## config.mk

```make
export PLATFORM = sky130hd
export DESIGN_NAME = pipe_stage_skid_reg
export DESIGN_NICKNAME = d
export VERILOG_FILES = /design/src/rtl/pipe_stage_skid_reg.sv
export SDC_FILE = /design/constraint.sdc
export NUM_CORES = 1
export LEC_CHECK = 0
export ABC_AREA = 0
export CELL_PAD_IN_SITES_DETAIL_PLACEMENT = 2
export CELL_PAD_IN_SITES_GLOBAL_PLACEMENT = 2
export CORE_ASPECT_RATIO = 2
export CORE_MARGIN = 2
export CORE_UTILIZATION = 29
export CTS_CLUSTER_SIZE = 10
export DETAILED_ROUTE_END_ITERATION = 16
export GPL_TIMING_DRIVEN = 0
export PLACE_DENSITY_LB_ADDON = 0.3
export SETUP_SLACK_MARGIN = 0.02
export SKIP_CTS_REPAIR_TIMING = 1
export SLEW_MARGIN = 20
export SYNTH_ARGS = -nofsm -noshare
export SYNTH_HDL_FRONTEND = slang
export SYNTH_SLANG_ARGS = --single-unit
```

## constraint.sdc

```tcl
create_clock -name clk -period 1.9 [get_ports clk]
set_input_delay 0.475 -clock clk [delete_from_list [all_inputs] [get_ports clk]]
set_output_delay 0.475 -clock clk [all_outputs]
set_load 0.05 [all_outputs]
```

## src/rtl/pipe_stage_skid_reg.sv

```systemverilog
// Inter-stage pipeline register with valid/ready handshake, flush and optional 2-entry skid.
// Payload, exception vector and delay-slot flag travel as one bundle; empty entries hold zeros.
module pipe_stage_skid_reg #(
  parameter int DATA_W = 128,
  parameter int EXC_W  = 5,
  parameter int SKID   = 1
) (
  input  logic              clk,
  input  logic              reset,
  input  logic              cancel,
  input  logic              in_valid,
  output logic              in_ready,
  input  logic [DATA_W-1:0] in_data,
  input  logic [EXC_W-1:0]  in_exc,
  input  logic              in_delay,
  output logic              out_valid,
  input  logic              out_ready,
  output logic [DATA_W-1:0] out_data,
  output logic [EXC_W-1:0]  out_exc,
  output logic              out_delay,
  output logic [1:0]        occupancy
);

  localparam int BW = DATA_W + EXC_W + 1;

  typedef enum logic [1:0] {
    ST_EMPTY = 2'd0,
    ST_ONE   = 2'd1,
    ST_FULL  = 2'd2
  } state_t;

  // Handshake: a bundle moves on a clock edge only when valid and ready are both high
  // in that cycle; valid never waits on ready, and a held bundle must stay stable.
  state_t        state_q, state_d;
  logic [BW-1:0] head_q, head_d;
  logic [BW-1:0] skid_q, skid_d;
  logic [BW-1:0] in_bundle;
  logic          acc, pop;

  assign in_bundle = {in_data, in_exc, in_delay};
  assign acc       = in_valid & in_ready;
  assign pop       = out_valid & out_ready;

  always_ff @(posedge clk) begin
    if (reset) begin
      state_q <= ST_EMPTY;
      head_q  <= '0;
      skid_q  <= '0;
    end else begin
      state_q <= state_d;
      head_q  <= head_d;
      skid_q  <= skid_d;
    end
  end

  always_comb begin
    state_d = state_q;
    head_d  = head_q;
    skid_d  = skid_q;
    if (cancel) begin
      state_d = ST_EMPTY;
      head_d  = '0;
      skid_d  = '0;
    end else if (SKID == 0) begin
      skid_d = '0;
      if (acc) begin
        state_d = ST_ONE;
        head_d  = in_bundle;
      end else if (pop) begin
        state_d = ST_EMPTY;
        head_d  = '0;
      end
    end else begin
      unique case (state_q)
        ST_EMPTY: begin
          if (acc) begin
            state_d = ST_ONE;
            head_d  = in_bundle;
          end
        end
        ST_ONE: begin
          if (acc && pop) begin
            head_d = in_bundle;
          end else if (acc) begin
            state_d = ST_FULL;
            skid_d  = in_bundle;
          end else if (pop) begin
            state_d = ST_EMPTY;
            head_d  = '0;
          end
        end
        ST_FULL: begin
          if (pop) begin
            state_d = ST_ONE;
            head_d  = skid_q;
            skid_d  = '0;
          end
        end
        default: begin
          state_d = ST_EMPTY;
          head_d  = '0;
          skid_d  = '0;
        end
      endcase
    end
  end

  // The skid variant derives in_ready from flops only, cutting the ready path to downstream.
  always_comb begin
    out_valid = (state_q != ST_EMPTY);
    occupancy = state_q;
    {out_data, out_exc, out_delay} = head_q;
    if (SKID == 0) begin
      in_ready = ~out_valid | out_ready;
    end else begin
      in_ready = (state_q != ST_FULL);
    end
  end

endmodule

```

# Yosys cells after proc, flatten, opt, wreduce, memory -nomap -nowiden
# Cells that the tools add are included.
[totals] regBits=270 output_inout_bits=138
[op_classes] mux=14 bitwise_logic=3 reduce_logical=7 eq_ne=10
[ops] cell="134-bit 2-to-1 mux" count=6
[ops] cell="134-bit one-hot mux with 3 select lines" count=2
[ops] cell="4-bit AND reduction" count=3
[ops] cell="2-bit 2-to-1 mux" count=5
[ops] cell="2-bit != test (second input constant)" count=5
[ops] cell="3-bit != test (second input constant)" count=3
[ops] cell="2-bit one-hot mux with 3 select lines" count=1
[ops] cell="1-bit AND" count=2
[ops] cell="2-bit by 1-bit == test with 1-bit output (second input constant)" count=1
[ops] cell="2-bit == test (second input constant)" count=1
[ops] cell="2-bit zero test" count=1
[ops] cell="2-bit nonzero test" count=1
[ops] cell="2-bit OR reduction" count=1
[ops] cell="1-bit logical AND" count=1
[ops] cell="1-bit NOT" count=1

# Logic depth before layout (Yosys ltp)
[depth] depth_word=6 mapped_depth=7

# Least setup slack after synthesis
# Ideal clock, no wire load.
[synth_timing] kind="reg-to-reg" start="register state_q[0] (netlist: occupancy[0])" end="register head_q[83]" setup_slack_ps=-119 period_less_slack_ps=2019 required_time_ps=1778 t_arrival_ps=1897 path_buffers=3 path_stages_with_launch=7 setup_time_ps=122 cell_sequence="dfxtp_1 -> buf_2 -> nand2b_1 -> buf_2 -> buf_2 -> nor3_1 -> a221o_1"
[synth_via] elab_chain_cells=5
[synth_rtl] element="from (decl)" line="34" source="state_t state_q, state_d;"
[synth_rtl] element="from (signal assigned)" line="50" source="state_q <= state_d;"
[synth_rtl] element="2-bit != test *" line="116" source="in_ready = (state_q != ST_FULL);"
[synth_rtl] element="via in_ready" line="12" source="output logic in_ready,"
[synth_rtl] element="1-bit AND *" line="41" source="assign acc = in_valid & in_ready;"
[synth_rtl] element="1-bit logical AND" line="82" source="if (acc && pop) begin"
[synth_rtl] element="3-bit != test (no source line) or 134-bit 2-to-1 mux (tied branches)"
[synth_rtl] element="4-bit AND reduction (no source line) or 134-bit one-hot mux with 3 select lines (tied branches)"
[synth_rtl] element="to (signal assigned)" line="47" source="head_q <= '0;"
[synth_rtl] element="to (signal assigned)" line="51" source="head_q <= head_d;"
[synth_rtl] element="to (decl)" line="35" source="logic [BW-1:0] head_q, head_d;"
# Mark *: on every way through the listed nets, which the timed path passes. The rest lies on a longest branch.
# A chain may end at the register's enable or synchronous reset.

# Final worst setup path
[layout_timing] start="register state_q[1] (netlist: occupancy[1])" end="output out_valid"
[layout_via] elab_chain_cells=1
[layout_rtl] element="2-bit nonzero test" line="110" source="out_valid = (state_q != ST_EMPTY);"
[layout_rtl] element="to (decl)" line="16" source="output logic out_valid,"
# Every way passes these cells.

==> results <==
[cell type report]
cell class	instances	area [um2]	area share, %
Timing Repair Buffer	285	2960	18.2
Multi-Input combinational cell	956	5530	33.9
Antenna cell	1	2.50	0.0154
Sequential cell	270	5410	33.2
Clock inverter	2	38.8	0.238
Clock buffer	35	811	4.98
Tap cell	525	657	4.04
Buffer	146	877	5.39
[state kept, by name (all words and copies together), names as in the netlist]
signal,count
head_q,134
occupancy,2
skid_q,134
[power breakdown]
group	switching, mW	total, mW	internal [mW]
Sequential	0.0797	5.87	5.79
Clock	2.41	5.50	3.09
Combinational	1.08	1.73	0.650
[cells by family after synthesis]
group,share of synthesized area (%)
and+or+nand+nor,28.1
AOI/OAI and AO/OA,19.1
muxes,0.184
buffers and inverters,5.86
DFF,46.7
[routing by layer]
layer / part of all wire, % / vias to the layer above / global-route usage (%)
li1: - / 5603 / -
met1: 37 / 5996 / 24.3
met2: 56 / 285 / 48.1
met3: 4.1 / 83 / 3.75
met4: 2.8 / 2 / 7.99
met5: 0.026 / - / 0
[critical path, delay by kind of cell, from the launching register on]
kind | cells | cell delay (ns)
DFF | 1 | 0.38
buffers and inverters | 3 | 0.47
and+or+nand+nor | 1 | 0.32
[Yosys cell counts]
cell type / n
nor2b_1: 2
or2_2: 1
nor3_1: 134
or3_1: 2
nand2b_1: 2
o32ai_1: 1
a31oi_1: 134
dfxtp_1: 270
nor3b_1: 1
nor2_1: 1
nand3b_1: 134
a221o_1: 134
clkbuf_1: 76
nor4bb_1: 1
buf_1: 7
or2_1: 1
mux2_2: 1
a21oi_1: 2
buf_4: 15
nand2_1: 403
mux2i_1: 1
buf_2: 51
o22ai_4: 1
[path summary, 6_finish.rpt]
check	to	slack (ns)	startpoint	depth (start not counted)
worst min register to register	head_q[60]	0.48	head_q[60]	1
worst max register to register	skid_q[87]	-0.03	occupancy[1]	5
worst max-delay path	out_valid	-0.32	occupancy[1]	4
worst min-delay path	head_q[60]	0.48	head_q[60]	1
==> metrics.sh <==
SYNTH_WARNINGS=0
SYNTH.YOSYS.SEQ_AREA_SHARE_PCT=46.7
CLKSINKCOUNT=270
SYNTHTOPCELLSBYAREA='dfxtp_1 (47%), nand2_1 (13%), a221o_1 (12%)'
FP.DIEW_UM=145
VIOLATIONS='negative setup slack'
DPL.CELL_COUNT=2176
CLK_TRANSITION_REPORTED_PATHS_NS=0.06
MOSTFREQUENTLAYOUTCELL='nand2_1'
LAYOUT.CELLS.MOST_COMMON_LIST='nand2_1 (403), dfxtp_1 (268), clkdlybuf4s50_1 (137)'
DRT.ANTENNA.VIOLATING_NETS=0
FINALSETUPVIOLCOUNT=9
AVGVIACOUNTPERCELL=5.39
CTS_MAX_LEVEL=1
MAXCLOCKFREQUENCY_GHz=0.450
GROUTE.USAGE.OVERALL_PCT=23.8
FINAL.PERIOD_UTILIZATION_PCT=117
POWER.STATIC_LEAKAGE_nW=6.83
HPWL_UM=37500
PLACED_AREA_UM2=15000
TIMING.SLEW.HEADROOM_PCT=62.7
DESIGN.FINAL.NETS=1829
NUMPORTBUFFERS=276
TIMING.CRITICAL_PATH.SLOWEST_CELL_DELAY_NS=0.38
CAP_VIOLATIONS=0
I_O_PIN_TOTAL=277
CORE_AREA_UM2=39400
SYNTHTOLAYOUTAREAGROWTH_PCT=40.5
VIAS=12000
CRIT_REQUIRED_NS=1.42
GLOBALROUTE.TOTALOVERFLOW=0
REMAINING_DRC_ERRORS=0
DIEHEIGHT_UM=287
SYNTH_AREA_UM2=11600
TRITONCTS.NUM_BUFFERS=31
CRIT_CHAIN='buf_8, buf_6, or2_2, buf_6'
N_FILL_CELL=4436
IRDROPWORSTVDD_mV=0.650
RSZ0062_AT_GRT='yes'
CP-END-KIND='primary output'
WL_PER_CELL_UM=22.9
TIMING.CRITICAL_PATH.FANOUT_MAX=10
START_KIND='flip-flop'
INITIAL_UTILIZATION_PCT=29.4
CRITPATHKIND='flip-flop to primary output'
FINAL_LAYOUT_SIZE_SUFFIX_GT1_SHARE_PCT=11.6
SYN-MEAN-INSTANCE-AREA_UM2=8.43
WORST_SKEW_PAIR.LATE_LATENCY_NS=0.58
FFS_LATCHES_SYNTH=270
SYNTHDOMINANTAREACELLTYPE='dfxtp_1'
DRT-TOTAL-WL_UM=50800
COUNT_OF_FINAL_MAX_SLEW_CHECK_FAILURES=0
WORSTMARGINPINSLEW_NS=0.559
DRT_FIRST_ITER_VIOLATIONS=395
CTSROOTBUFFERMASTER='clkbuf_16'
POWERDENSITY_nW_PER_UM2=804
FINAL_AREA_UM2=16300
CLOCK_SKEW_NS=0.0151
GRT_ANTENNA_BEFORE_REPAIR=2
GP_CONGESTION=0.775
SYNTH.LIB_CELLS_USED.DISTINCT=23
POST-SYNTH-TOP-AREA-FRACTION_PCT=46.7
FILLER_FREE_CELL_COUNT_OF_THE_FINISHED_DESIGN=2220
FIN_CRIT_NS=2.22
TIMING.FINAL.WS_SETUP_NS=-0.322
GRT_PASS1_VIAS=13900
POSTSYNTHNETCOUNT=1514
REPORT.POWER.TOTAL_mW=13.1
RUN_STATUS='complete, but fails checks'
FLOORPLAN.DIE_AREA_UM2=41700
WORSTPATHARRIVAL_NS=1.75
FINALHOLDVIOLATIONS=0
CRIT_TOP_CELL='buf_6'
CLOCK_TREE.BUFFER_DEPTH=3
HOLDWS_NS=0.482
FIN_UTIL_PCT=41.3
GRT_MAX_DEGREE=16
CRIT_PATH_TOP_DELAY_CELL='dfxtp_4'
FINAL.SETUP.TNS_NS=-0.642
GRT_FIRST_PASS_WIRELENGTH_UM=79500
WORSTHOLDPATHTYPE='flip-flop to flip-flop'
TRITONCTS='built'
SYN_INST=1375
DRTPASS1ITERATIONS=4
ROWS=103
DP_SLACK_NS=-1.23
No activity file was read; power rests on OpenSTA's default activity.
